--- config.mk ---
export PLATFORM = sky130hd
export DESIGN_NAME = dmem_arbiter
export DESIGN_NICKNAME = d
export VERILOG_FILES = /design/src/rtl/dmem_arbiter.sv
export SDC_FILE = /design/constraint.sdc
export NUM_CORES = 1
export LEC_CHECK = 0
export BUFFER_PORTS_ARGS = -buffer_cell sky130_fd_sc_hd__buf_2
export CAP_MARGIN = 20
export CORE_ASPECT_RATIO = 1.75
export CORE_MARGIN = 4
export CORE_UTILIZATION = 52
export CTS_BUF_LIST = sky130_fd_sc_hd__clkbuf_8
export DETAILED_ROUTE_END_ITERATION = 6
export PLACE_DENSITY = 0.9
export SLEW_MARGIN = 10
export SYNTH_ARGS = -nofsm -noshare
export SYNTH_HDL_FRONTEND = slang
export SYNTH_SLANG_ARGS = --single-unit
--- constraint.sdc ---
create_clock -name i_clk -period 7.92 [get_ports i_clk]
set_input_delay 0.396 -clock i_clk [delete_from_list [all_inputs] [get_ports i_clk]]
set_output_delay 0.396 -clock i_clk [all_outputs]
set_load 0.03 [all_outputs]
--- src/rtl/dmem_arbiter.sv ---
// ---------------------------------------------------------------------------
// dmem_arbiter
//
// Shares one single-port data RAM between two requesters: the processor
// load/store path (port C) and a debug/DMA loader (port D). One request is
// captured at a time. Each captured request then runs a fixed three-state
// access (IDLE -> ACCESS -> DONE). The owner receives a one-cycle
// acknowledge together with registered read data and an error flag.
// While the processor's access is outstanding, it is stalled so that the PC
// and register write-back stay frozen.
//
// Optional feature (compile-time macro):
//   DMEM_ARB_FIXED_PRIO_EN - when defined, C always wins simultaneous
//                            requests and no round-robin state exists
//                            (D can be starved). When undefined, ties are
//                            broken round-robin.
//
// Parameters:
//   DATA_WIDTH   - width of all data buses
//   ADDR_WIDTH   - width of requester byte addresses and the RAM address
//   MEM_BASE     - byte address of RAM word 0
//   MEMORY_DEPTH - RAM depth in words
//
// Ports:
//   i_clk         system clock, rising edge
//   i_rst_n       asynchronous active-low reset
//   i_c_req       processor request, held until o_c_ack
//   i_c_we        processor store (1) / load (0)
//   i_c_addr      processor byte address
//   i_c_wdata     processor store data
//   o_c_ack       one-cycle access-complete pulse
//   o_c_rdata     registered load data, valid while o_c_ack is high
//   o_c_err       pulses with o_c_ack for an illegal access
//   o_c_stall     i_c_req & ~o_c_ack
//   i_d_* / o_d_* same as the C port, for the debug/DMA requester (no stall)
//   o_mem_addr    RAM word address ((addr - MEM_BASE) >> 2)
//   o_mem_wdata   RAM write data
//   o_mem_we      RAM write enable (RAM writes on the rising edge)
//   o_mem_re      RAM read enable
//   i_mem_rdata   combinational RAM read data
// ---------------------------------------------------------------------------
module dmem_arbiter #(
  parameter int                    DATA_WIDTH   = 32,
  parameter int                    ADDR_WIDTH   = 32,
  parameter logic [ADDR_WIDTH-1:0] MEM_BASE     = 32'h1001_0000,
  parameter int                    MEMORY_DEPTH = 32
) (
  input  logic                  i_clk,
  input  logic                  i_rst_n,

  input  logic                  i_c_req,
  input  logic                  i_c_we,
  input  logic [ADDR_WIDTH-1:0] i_c_addr,
  input  logic [DATA_WIDTH-1:0] i_c_wdata,
  output logic                  o_c_ack,
  output logic [DATA_WIDTH-1:0] o_c_rdata,
  output logic                  o_c_err,
  output logic                  o_c_stall,

  input  logic                  i_d_req,
  input  logic                  i_d_we,
  input  logic [ADDR_WIDTH-1:0] i_d_addr,
  input  logic [DATA_WIDTH-1:0] i_d_wdata,
  output logic                  o_d_ack,
  output logic [DATA_WIDTH-1:0] o_d_rdata,
  output logic                  o_d_err,

  output logic [ADDR_WIDTH-1:0] o_mem_addr,
  output logic [DATA_WIDTH-1:0] o_mem_wdata,
  output logic                  o_mem_we,
  output logic                  o_mem_re,
  input  logic [DATA_WIDTH-1:0] i_mem_rdata
);

  // FSM encoding
  localparam logic [1:0] ST_IDLE   = 2'd0;
  localparam logic [1:0] ST_ACCESS = 2'd1;
  localparam logic [1:0] ST_DONE   = 2'd2;

  // Owner encoding, shared by the capture register and the round-robin pointer
  localparam logic OWNER_C = 1'b0;
  localparam logic OWNER_D = 1'b1;

  // The legal window is evaluated one bit wider than the address bus, so a
  // RAM placed at the very top of the address space cannot wrap its upper
  // bound to a small number and accept every address.
  localparam logic [ADDR_WIDTH:0] LP_BASE_EXT = {1'b0, MEM_BASE};
  localparam logic [ADDR_WIDTH:0] LP_SPAN_EXT = (ADDR_WIDTH+1)'(4 * MEMORY_DEPTH);
  localparam logic [ADDR_WIDTH:0] LP_TOP_EXT  = LP_BASE_EXT + LP_SPAN_EXT;

  // FSM and captured-request registers
  logic [1:0]            r_state;
  logic                  r_we;
  logic                  r_owner;
  logic                  r_illegal;
  logic [ADDR_WIDTH-1:0] r_memAddr;
  logic [DATA_WIDTH-1:0] r_wdata;
  logic [DATA_WIDTH-1:0] r_cRdata;
  logic [DATA_WIDTH-1:0] r_dRdata;

  // Combinational helpers
  logic [1:0]            w_nextState;
  logic                  w_anyReq;
  logic                  w_selD;
  logic                  w_capWe;
  logic [ADDR_WIDTH-1:0] w_capAddr;
  logic [DATA_WIDTH-1:0] w_capWdata;
  logic [ADDR_WIDTH:0]   w_capAddrExt;
  logic                  w_capIllegal;
  logic [ADDR_WIDTH-1:0] w_capWordOff;
  logic                  w_capture;
  logic                  w_inAccess;
  logic                  w_inDone;
  logic [DATA_WIDTH-1:0] w_loadData;

  assign w_anyReq   = i_c_req | i_d_req;
  assign w_inAccess = (r_state == ST_ACCESS);
  assign w_inDone   = (r_state == ST_DONE);
  assign w_capture  = (r_state == ST_IDLE) & w_anyReq;

`ifdef DMEM_ARB_FIXED_PRIO_EN
  // Fixed priority: D is chosen only when C is not asking.
  always_comb begin
    w_selD = i_d_req & ~i_c_req;
  end
`else
  // Round-robin pointer: remembers who was captured most recently. It resets
  // to D so that C wins the very first tie.
  logic r_rrLast;

  always_ff @(posedge i_clk or negedge i_rst_n) begin
    if (!i_rst_n) begin
      r_rrLast <= OWNER_D;
    end else if (w_capture) begin
      r_rrLast <= w_selD;
    end
  end

  // D wins when it is the only requester, or on a tie when C was served last.
  always_comb begin
    w_selD = i_d_req & (~i_c_req | (r_rrLast == OWNER_C));
  end
`endif

  // Request mux feeding the capture registers and the legality check
  always_comb begin
    w_capWe    = i_c_we;
    w_capAddr  = i_c_addr;
    w_capWdata = i_c_wdata;
    if (w_selD) begin
      w_capWe    = i_d_we;
      w_capAddr  = i_d_addr;
      w_capWdata = i_d_wdata;
    end
  end

  // Legality check: word alignment plus the RAM's byte window
  always_comb begin
    w_capAddrExt = {1'b0, w_capAddr};
    w_capIllegal = (w_capAddr[1:0] != 2'b00)
                 | (w_capAddrExt < LP_BASE_EXT)
                 | (w_capAddrExt >= LP_TOP_EXT);
    w_capWordOff = (w_capAddr - MEM_BASE) >> 2;
  end

  // Next-state logic: every captured request runs the full three states,
  // even if the requester drops its request along the way.
  always_comb begin
    w_nextState = r_state;
    case (r_state)
      ST_IDLE:   if (w_anyReq) w_nextState = ST_ACCESS;
      ST_ACCESS: w_nextState = ST_DONE;
      ST_DONE:   w_nextState = ST_IDLE;
      default:   w_nextState = ST_IDLE;
    endcase
  end

  // State register
  always_ff @(posedge i_clk or negedge i_rst_n) begin
    if (!i_rst_n) begin
      r_state <= ST_IDLE;
    end else begin
      r_state <= w_nextState;
    end
  end

  // Capture the winning request in IDLE. The word offset is stored rather
  // than the byte address, so the RAM address bus reads 0 out of reset.
  always_ff @(posedge i_clk or negedge i_rst_n) begin
    if (!i_rst_n) begin
      r_we      <= 1'b0;
      r_owner   <= OWNER_C;
      r_illegal <= 1'b0;
      r_memAddr <= '0;
      r_wdata   <= '0;
    end else if (w_capture) begin
      r_we      <= w_capWe;
      r_owner   <= w_selD;
      r_illegal <= w_capIllegal;
      r_memAddr <= w_capWordOff;
      r_wdata   <= w_capWdata;
    end
  end

  // Illegal accesses return zero, whether they were loads or stores.
  assign w_loadData = r_illegal ? '0 : i_mem_rdata;

  // Read-data registers, one per requester. They load at the end of ACCESS
  // for legal loads and for any illegal access, and otherwise hold, so a
  // legal store leaves the owner's previous read data visible.
  always_ff @(posedge i_clk or negedge i_rst_n) begin
    if (!i_rst_n) begin
      r_cRdata <= '0;
      r_dRdata <= '0;
    end else if (w_inAccess && (!r_we || r_illegal)) begin
      if (r_owner == OWNER_D) begin
        r_dRdata <= w_loadData;
      end else begin
        r_cRdata <= w_loadData;
      end
    end
  end

  // RAM strobes come only from registered state. Because the state register
  // resets asynchronously, a reset during ACCESS drops the write enable at
  // once, and the aborted store never reaches the RAM.
  assign o_mem_we    = w_inAccess & r_we & ~r_illegal;
  assign o_mem_re    = w_inAccess & ~r_we & ~r_illegal;
  assign o_mem_addr  = r_memAddr;
  assign o_mem_wdata = r_wdata;

  // Completion signalling goes to the owner only.
  assign o_c_ack   = w_inDone & (r_owner == OWNER_C);
  assign o_d_ack   = w_inDone & (r_owner == OWNER_D);
  assign o_c_err   = o_c_ack & r_illegal;
  assign o_d_err   = o_d_ack & r_illegal;
  assign o_c_rdata = r_cRdata;
  assign o_d_rdata = r_dRdata;

  // The processor freezes from request until the cycle of its acknowledge.
  assign o_c_stall = i_c_req & ~o_c_ack;

endmodule

# Word-level counts from Yosys, hierarchy flattened
# Cells that the tools add are included.
# totals
register_bits,132
input_bits,166
out_inout_bits,135
word_cells,49
# classes
addsub,1
magnitude_cmp,2
n_eq_ne,3
n_mux,6
bitwise_logic,21
reduce_logical,7
# op_table
op,count
32-bit 2-to-1 mux,3
32-bit by 29-bit greater-or-equal comparator with 1-bit output (second input constant),1
32-bit by 29-bit < comparator with 1-bit output (second input constant),1
32-bit by 29-bit subtractor with 32-bit output (second input constant),1
1-bit bitwise AND,11
1-bit NOT,6
1-bit bitwise OR,4
2-bit one-hot mux with 2 select lines,1
2-bit AND reduction,2
2-bit by 1-bit == test with 1-bit output (second input constant),1
2-bit == test (second input constant),1
2-bit logical NOT,1
2-bit 2-to-1 mux,1
2-bit != test (second input constant),1
2-bit nonzero test,1
1-bit logical AND,1
1-bit logical NOT,1
1-bit logical OR,1
1-bit 2-to-1 mux,1

# Longest topological paths before layout
# Gate-level depths: netlist (run 1).
# depth
ltp_word,7
ltp_mapped,12
ltp_nobuf,9

# Worst setup path after synthesis (run 1)
# Ideal clock, no wire load.
# synth_path
path_type,reg2reg
from,register r_rrLast
to,"register r_memAddr[24], in the netlist o_mem_addr[24]"
setup_ns,0.137
arrival_ns,2.429
required_time_ns,7.783
slack_ns,5.353
path_stages_with_launch,12
n_path_buf,4
synth_period_minus_slack_ns,2.567
path_cell_list,dfstp_2 -> a21bo_1 -> buf_6 -> buf_8 -> buf_4 -> buf_2 -> mux2i_1 -> ha_1 -> inv_1 -> nor4_1 -> xnor2_1 -> o221ai_1
# synth_between
elab_chain_len,5
# synth_rtl
item,line_no,rtl
from (decl),129,logic r_rrLast;
from (signal assigned),135,r_rrLast <= w_selD;
1-bit NOT,141,w_selD = i_d_req & (~i_c_req | (r_rrLast == OWNER_C));
1-bit bitwise OR,141,
1-bit bitwise AND,141,
32-bit 2-to-1 mux,150,if (w_selD) begin
32-bit by 29-bit subtractor with 32-bit output,163,w_capWordOff = (w_capAddr - MEM_BASE) >> 2;
to (signal assigned),200,r_memAddr <= w_capWordOff;
to (decl),96,logic [ADDR_WIDTH-1:0] r_memAddr;
# No other way between the ends.
# A chain may end at the register's enable or synchronous reset.

# Worst setup path in the final report (run 1)
# Ends and elaborated chain as after synthesis.

==> impl_metrics.env, run 1 <==
export IMPL_run_status="finished clean"
export IMPL_pwr_density_cell_nw_per_um2=362
export IMPL_first_global_vias=6131
export IMPL_post_cts_resized=0
export IMPL_hold_viol=0
export IMPL_leakage_nw=4.12
export IMPL_synth_edf_count=0
export IMPL_worst_slew_pin_transition_ns=0.990
export IMPL_synth_area_top_cells="sky130_fd_sc_hd__dfrtp_1, sky130_fd_sc_hd__nand2_1, sky130_fd_sc_hd__o21ai_0, sky130_fd_sc_hd__a31oi_1, sky130_fd_sc_hd__nor2_1"
export IMPL_drtPass1Iterations=5
export IMPL_std_cell_rows=52
export IMPL_post_route_min_period_ns=2.92
export IMPL_synth_flop_cell="sky130_fd_sc_hd__dfrtp_1"
export IMPL_crit_arrival_ns=3.22
export IMPL_floorplan_initialDensity=0.535
export IMPL_post_route_cells_drive_above_1_share=0.354
export IMPL_post_dp_hpwl_mm=14.8
export IMPL_setup_reg_to_reg_worst_slack_ns=5.00
export IMPL_die_area_um2=13900
export IMPL_path_max_fanout=70
export IMPL_detail_route_wl_per_cell_um=17.4
export IMPL_report_final_slew_viol_count=0
export IMPL_nFillCells=950
export IMPL_critical_path_endpoint_type="flip-flop"
export IMPL_synthAdderAreaFrac=0.00399
export IMPL_synthTopCellsByCount="sky130_fd_sc_hd__nand2_1, sky130_fd_sc_hd__dfrtp_1, sky130_fd_sc_hd__o21ai_0"
export IMPL_maximum_number_of_pins_on_one_net_before_global_route_repair=107
export IMPL_setup_tns_after_final_layout_ns=0
export IMPL_area_sequential_um2=3300
export IMPL_routed_wirelength_mm=19.7
export IMPL_worst_r2r_path_depth=8
export IMPL_clock_tree_htree_level_count=4
export IMPL_post_route_drc_count=0
export IMPL_layout_area_overhead_vs_synth_pct=31.0
export IMPL_number_of_distinct_library_cells_after_synthesis=56
export IMPL_routed_via_density=5.47
export IMPL_total_setup_violations_reported_at_the_end_of_the_flow=0
export IMPL_worstSetupPathType="flip-flop to flip-flop"
export IMPL_drtAntennaViolNets=0
export IMPL_reg_to_reg_critical_path_startpoint="r_rrLast$_DFFE_PN1P_"
export IMPL_finalCritPeriodShare=0.368
export IMPL_dominant_combinational_cell_family_by_area_after_synthesis="simple AND/OR/NAND/NOR gates"
export IMPL_yosys_warnings=0
export IMPL_first_pass_grt_wire_length_mm=31.1
export IMPL_cap_viol_max_count=0
export IMPL_max_freq_ghz=0.343
export IMPL_core_area_um2=11700
export IMPL_die_width_um=91.0
export IMPL_detailroute_via_count=6198
export IMPL_fraction_of_the_mapped_netlist_area_in_compound_gates=0.146
export IMPL_hold_end="o_mem_wdata[12]$_DFFE_PN0P_"
export IMPL_worstReg2RegEnd="o_mem_addr[24]$_DFFE_PN0P_"
export IMPL_hold_path_startpoint="i_d_wdata[12]"
export IMPL_drt_initial_drc_count=293
export IMPL_tritoncts_clock_tree="yes"
export IMPL_io_pin_count=301
export IMPL_number_of_buffers_added_on_ports=298
export IMPL_grt_overflow=0
export IMPL_holdWs_ns=0.215
export IMPL_syn_cell_area_um2=6270
export IMPL_yosys_cell_count_top_type="sky130_fd_sc_hd__nand2_1"
export IMPL_cts_buffer_depth=2
export IMPL_post_cts_repair_setup_buffers=0
export IMPL_cts_sinks=132
export IMPL_power_ir_vdd_worst_mv=0.223
export IMPL_start_kind="flip-flop"
export IMPL_final_net_count=1154
export IMPL_synth_ff_latch_count=132
export IMPL_synthCells=706
export IMPL_holdCritPathClass="primary input to flip-flop"
export IMPL_synth_mux_area_fraction=0.0248
export IMPL_synth_xor_area_share=0.0154
export IMPL_synth_yosys_seq_area_share=0.527
export IMPL_postSynth_asyncResetShare=1.00
export IMPL_synth_top_cell_by_area="sky130_fd_sc_hd__dfrtp_1"
export IMPL_clock_buffer_count_from_cts=17
export IMPL_avgSynthCellArea_um2=8.88
export IMPL_slew_headroom=0.340
export IMPL_netlist_area_leader_share=0.523
export IMPL_min_delay_path_depth=3
export IMPL_grt_usage=0.281
export IMPL_yosys_area_share_simple=0.244
export IMPL_clock_transition_at_the_registers_of_the_reported_paths_ns=0.08
export IMPL_place_congestion=0.954
export IMPL_worst_endpoint_required_ns=8.22
export IMPL_dieHeight_um=153
export IMPL_multi_input_comb_area_um2=2740
export IMPL_post_cts_hold_buffer_count=1
export IMPL_grt_antenna_before_repair=1
export IMPL_ctsRootBufferMaster="sky130_fd_sc_hd__clkbuf_8"
export IMPL_clock_insertion_delay_worst_skew_ns=0.42
export IMPL_fin_skew_ns=0.0155
export IMPL_rsz0062_at_grt="no"
-- metal layers --
metal / share of wire / global-route usage / vias up / wire length (um)
met5: 0 / 0 / - / 0
met4: 0.043 / 0.145 / 0 / 852
met3: 0.075 / 0.0654 / 57 / 1470
met2: 0.53 / 0.493 / 301 / 10400
met1: 0.35 / 0.315 / 2874 / 6970
li1: - / - / 2966 / -
-- registers in the layout (all words and copies together) (netlist names) --
signal	flops
o_c_rdata	32
o_d_rdata	32
o_mem_wdata	32
o_mem_addr	30
r_state	2
r_illegal	1
r_owner	1
r_rrLast	1
r_we	1
-- final cells by class --
cell class | count | area share
tap | 135 | 0.0206
antenna | 1 | 0.000305
multi-input combinational | 523 | 0.333
clock inverter | 13 | 0.0196
inverter | 5 | 0.00228
timing repair buffer | 307 | 0.193
sequential | 132 | 0.402
clock buffer | 17 | 0.0285
-- worst max-delay path, cell delays in order, from the launching register on --
cell and delay [ns]:
sky130_fd_sc_hd__dfstp_2 0.59, sky130_fd_sc_hd__a21bo_2 0.14, sky130_fd_sc_hd__buf_4 0.57, sky130_fd_sc_hd__mux2i_1 0.32
sky130_fd_sc_hd__ha_1 0.34, sky130_fd_sc_hd__inv_1 0.17, sky130_fd_sc_hd__nor4_1 0.31, sky130_fd_sc_hd__xnor2_1 0.16
sky130_fd_sc_hd__o221ai_1 0.13
-- power breakdown --
part / leakage, nW / internal [W] / total (W) / switching, W
combinational: 2.27 / 0.000380 / 0.00137 / 0.000990
sequential: 1.65 / 0.000906 / 0.00103 / 0.000123
clock: 0.195 / 0.000308 / 0.000571 / 0.000263
-- cell families after synthesis --
family | count (synthesis)
and+or+nand+nor | 341
AOI/OAI and AO/OA | 153
muxes | 14
other | 1
xor gates and xnor gates | 11
adders and majority gates | 2
buffers and inverters | 52
DFF | 132
-- worst max-delay path by stage --
stage / from / endpoint / slack [ns] / depth (start not counted)
floorplan: r_rrLast$_DFFE_PN1P_ / o_mem_addr[24]$_DFFE_PN0P_ / 5.35 / 11
global placement: i_d_req / o_mem_addr[24]$_DFFE_PN0P_ / 5.09 / 9
detailed placement: i_d_req / o_mem_addr[24]$_DFFE_PN0P_ / 5.05 / 9
CTS: r_rrLast$_DFFE_PN1P_ / o_mem_addr[24]$_DFFE_PN0P_ / 5.05 / 8
global route: r_rrLast$_DFFE_PN1P_ / o_mem_addr[24]$_DFFE_PN0P_ / 4.84 / 8
finish: r_rrLast$_DFFE_PN1P_ / o_mem_addr[24]$_DFFE_PN0P_ / 5.00 / 8
-- per-stage QoR --
stage	setup WS [ns]	instance area [um2]	power, W	util	instances
global placement	5.09	7780	0.00237	0.664	1100
detailed placement	5.05	7780	0.00240	0.664	1100
floorplan	5.35	6270	0.00196	-	707
finish	5.00	8210	0.00297	0.701	1133
global route	4.84	8210	0.00315	0.701	1133
CTS	5.05	8180	0.00298	0.699	1131
-- layout by cell type (no fill, tap or decap), drive strengths merged, types with 4 or more instances in the layout --
| cell | n |
|---|---|
| a21oi | 6 |
| a31oi | 52 |
| buf | 306 |
| clkbuf | 17 |
| clkinv | 6 |
| dfrtp | 131 |
| inv | 6 |
| mux2i | 12 |
| nand2 | 184 |
| nand2b | 35 |
| nand3 | 11 |
| nand3b | 4 |
| nand4 | 5 |
| nor2 | 62 |
| nor3 | 22 |
| nor4 | 5 |
| o21ai | 77 |
| xnor2 | 7 |
| xor2 | 4 |
(Power assumes the default switching activity.)
==> run 2: changes to the inputs <==
ABC_AREA = 1   (was unset)
CORE_UTILIZATION = 49   (was 52)
PLACE_DENSITY = 0.84   (was 0.9)
clock period = 2.7 ns   (was 7.92 ns; I/O delays follow)
==> run 2 against run 1 <==
Effect of this change:
- sequential cell count stayed put
- via count rose by 3.6%
- combinational power increased to 2.8 times the previous value
- final area rose by 11%
- sequential share of layout area is 4.1 points lower
- non-clock buffer count increased by 63
- hold slack worse by 0.18 ns
- final cell count rose by 13%
- routed wire length is 3.4% higher
- setup slack worse by 4.7 ns
- clock skew decreased by 0.0031 ns
- largest cell class unchanged
==> impl_metrics.env, run 2 <==
export IMPL_worst_endpoint_required_ns=3.01
export IMPL_detailroute_via_count=6424
export IMPL_die_width_um=95.1
export IMPL_start_kind="flip-flop"
export IMPL_most_common_layout_cells="sky130_fd_sc_hd__buf_2, sky130_fd_sc_hd__nand2_1, sky130_fd_sc_hd__dfrtp_1"
export IMPL_netlist_area_leader_share=0.504
export IMPL_drtPass1Iterations=5
export IMPL_hold_viol=0
export IMPL_synth_mux_area_fraction=0.112
export IMPL_floorplan_initialDensity=0.500
export IMPL_routed_wirelength_mm=20.4
export IMPL_cts_buffer_depth=2
export IMPL_area_sequential_um2=3300
export IMPL_die_area_um2=15300
export IMPL_setup_tns_after_final_layout_ns=0
export IMPL_total_setup_violations_reported_at_the_end_of_the_flow=0
export IMPL_power_ir_vdd_worst_mv=0.587
export IMPL_number_of_buffers_added_on_ports=298
export IMPL_finalCritPeriodShare=0.900
export IMPL_drtAntennaViolNets=0
export IMPL_postSynth_asyncResetShare=1.00
export IMPL_maximum_number_of_pins_on_one_net_before_global_route_repair=70
export IMPL_detail_route_wl_per_cell_um=15.9
export IMPL_max_freq_ghz=0.412
export IMPL_routed_via_density=5.03
export IMPL_grt_antenna_before_repair=1
export IMPL_pwr_density_cell_nw_per_um2=914
export IMPL_clock_buffer_count_from_cts=17
export IMPL_clock_insertion_delay_worst_skew_ns=0.42
export IMPL_ctsRootBufferMaster="sky130_fd_sc_hd__clkbuf_8"
export IMPL_critical_path_endpoint_type="flip-flop"
export IMPL_synth_flop_cell="sky130_fd_sc_hd__dfrtp_1"
export IMPL_synth_yosys_seq_area_share=0.508
export IMPL_antenna_diode_count=0
export IMPL_layout_area_overhead_vs_synth_pct=40.5
export IMPL_grt_overflow=0
export IMPL_crit_arrival_ns=2.74
export IMPL_clock_transition_at_the_registers_of_the_reported_paths_ns=0.08
export IMPL_clock_tree_htree_level_count=4
export IMPL_synthAdderAreaFrac=0.00384
export IMPL_path_max_fanout=35
export IMPL_place_worst_setup_slack_ns=0.318
export IMPL_post_route_min_period_ns=2.43
export IMPL_grt_usage=0.267
export IMPL_synth_edf_count=0
export IMPL_fraction_of_the_mapped_netlist_area_in_compound_gates=0.0913
export IMPL_worstSetupPathType="flip-flop to flip-flop"
export IMPL_mostFrequentLayoutCell="sky130_fd_sc_hd__buf_2"
export IMPL_slew_headroom=0.567
export IMPL_final_net_count=1260
export IMPL_io_pin_count=301
export IMPL_synth_top_cell_by_area="sky130_fd_sc_hd__dfrtp_1"
export IMPL_dieHeight_um=160
export IMPL_synth_xor_area_share=0.00673
export IMPL_run_status="finished clean"
export IMPL_multi_input_comb_area_um2=2720
export IMPL_synth_area_top_cells="sky130_fd_sc_hd__dfrtp_1, sky130_fd_sc_hd__mux2_2, sky130_fd_sc_hd__nand2_1, sky130_fd_sc_hd__o21ai_0, sky130_fd_sc_hd__nor2_1"
export IMPL_dominant_combinational_cell_family_by_area_after_synthesis="simple AND/OR/NAND/NOR gates"
export IMPL_avgSynthCellArea_um2=8.76
export IMPL_tritoncts_clock_tree="yes"
export IMPL_synthTopCellsByCount="sky130_fd_sc_hd__nand2_1, sky130_fd_sc_hd__dfrtp_1, sky130_fd_sc_hd__nor2_1"
export IMPL_post_dp_hpwl_mm=14.7
export IMPL_syn_cell_area_um2=6510
export IMPL_cts_sinks=132
export IMPL_place_congestion=0.939
export IMPL_holdCritPathClass="primary input to flip-flop"
export IMPL_worst_slew_pin_transition_ns=0.649
export IMPL_yosys_cell_count_top_type="sky130_fd_sc_hd__nand2_1"
export IMPL_cap_viol_max_count=0
export IMPL_first_global_vias=6507
export IMPL_synthCells=743
export IMPL_yosys_area_share_simple=0.200
export IMPL_post_route_cells_drive_above_1_share=0.399
export IMPL_synth_ff_latch_count=132
export IMPL_std_cell_rows=55
export IMPL_fin_skew_ns=0.0124
export IMPL_rsz0062_at_grt="no"
export IMPL_drt_initial_drc_count=263
export IMPL_report_final_slew_viol_count=0
export IMPL_number_of_distinct_library_cells_after_synthesis=31
export IMPL_post_route_drc_count=0
export IMPL_setup_slack_ns=0.271
export IMPL_first_pass_grt_wire_length_mm=31.7
export IMPL_leakage_nw=5.11
export IMPL_core_area_um2=13000
export IMPL_nFillCells=962
export IMPL_yosys_warnings=0
## run 2: changes by cell type after synthesis, moves of 10 or more
cell | before | now
sky130_fd_sc_hd__nand2b_1 | 35 | 0
sky130_fd_sc_hd__nand2_1 | 184 | 149
sky130_fd_sc_hd__nand3_1 | 11 | 26
sky130_fd_sc_hd__mux2i_1 | 11 | 1
sky130_fd_sc_hd__nor2_1 | 62 | 98
sky130_fd_sc_hd__a31oi_1 | 52 | 2
sky130_fd_sc_hd__nand2_2 | 0 | 10
sky130_fd_sc_hd__o21ai_0 | 76 | 97
sky130_fd_sc_hd__inv_1 | 4 | 73
sky130_fd_sc_hd__mux2_2 | 2 | 64
sky130_fd_sc_hd__nor3_1 | 21 | 6
## run 2: layout make-up
class / count / share of cell area
Multi-Input combinational cell: 498 / 0.298
Sequential cell: 132 / 0.361
Clock inverter: 15 / 0.0211
Tap cell: 171 / 0.0234
Timing Repair Buffer: 370 / 0.240
Clock buffer: 17 / 0.0256
Inverter: 73 / 0.0304
## run 2: stage by stage
stage                util  hold WS (ns)  instance area [um2]  std cells  total power (W)
global route        0.703       0.00969                 9140       1276          0.00884
detailed placement  0.627         0.206                 8150       1188          0.00627
finish              0.703        0.0297                 9140       1276          0.00836
global placement    0.627         0.205                 8150       1188          0.00623
floorplan               -        -0.161                 6510        744          0.00513
CTS                 0.702      0.000261                 9130       1275          0.00835
## run 2: cells by family (layout without fill, tap and decap cells)
| kind of cell | after synthesis | in the layout |
|---|---|---|
| compound gates | 116 | 116 |
| xor+xnor | 5 | 5 |
| fa+ha+maj | 2 | 2 |
| buf+inv | 114 | 475 |
| flops | 132 | 132 |
| mux | 65 | 65 |
| other cells | 1 | 2 |
| simple gates | 308 | 308 |
## run 2: path summary, 6_finish.rpt
check / startpoint / to / slack [ns] / cells after the start
setup / recovery: r_rrLast$_DFFE_PN1P_ / o_mem_addr[24]$_DFFE_PN0P_ / 0.27 / 11
hold / removal: i_c_wdata[27] / o_mem_wdata[27]$_DFFE_PN0P_ / 0.03 / 3
setup reg to reg: r_rrLast$_DFFE_PN1P_ / o_mem_addr[24]$_DFFE_PN0P_ / 0.27 / 11
hold reg to reg: r_rrLast$_DFFE_PN1P_ / r_rrLast$_DFFE_PN1P_ / 0.48 / 2
max in group asynchronous: i_rst_n / r_rrLast$_DFFE_PN1P_ / 1.65 / 3
min in group asynchronous: i_rst_n / o_c_rdata[24]$_DFFE_PN0P_ / 0.29 / 2
## run 2: layer usage
metal  wire [um]  track usage  vias to the layer above
li1            -            -                     3079
met1        7250        0.290                     2986
met2       10900        0.478                      297
met3        1270       0.0487                       60
met4         889        0.137                        2
met5          13            0                        -
## run 2: repair_timing
item / in CTS / in global routing
setup endpoints to repair: 0 / 1
resized for setup: 0 / 1
buffers inserted: 0 / 1
hold endpoints to repair: 83 / 0
hold buffers: 55 / 0
## run 2: worst max-delay path: stages (launching register included)
cell and delay (ns):
sky130_fd_sc_hd__dfstp_2 0.54, sky130_fd_sc_hd__nand2_2 0.15, sky130_fd_sc_hd__nand2_2 0.25, sky130_fd_sc_hd__buf_4 0.38, sky130_fd_sc_hd__nand2_1 0.09, sky130_fd_sc_hd__nand2_1 0.14, sky130_fd_sc_hd__nand2_1 0.08, sky130_fd_sc_hd__nor2_1 0.22
sky130_fd_sc_hd__nand3_1 0.19, sky130_fd_sc_hd__xor2_1 0.18, sky130_fd_sc_hd__nand2_1 0.06, sky130_fd_sc_hd__nand2_1 0.05
## run 2: power breakdown
group	internal [W]	switching [W]
logic	0.00126	0.00252
registers	0.00249	0.000301
clock network	0.000941	0.000838
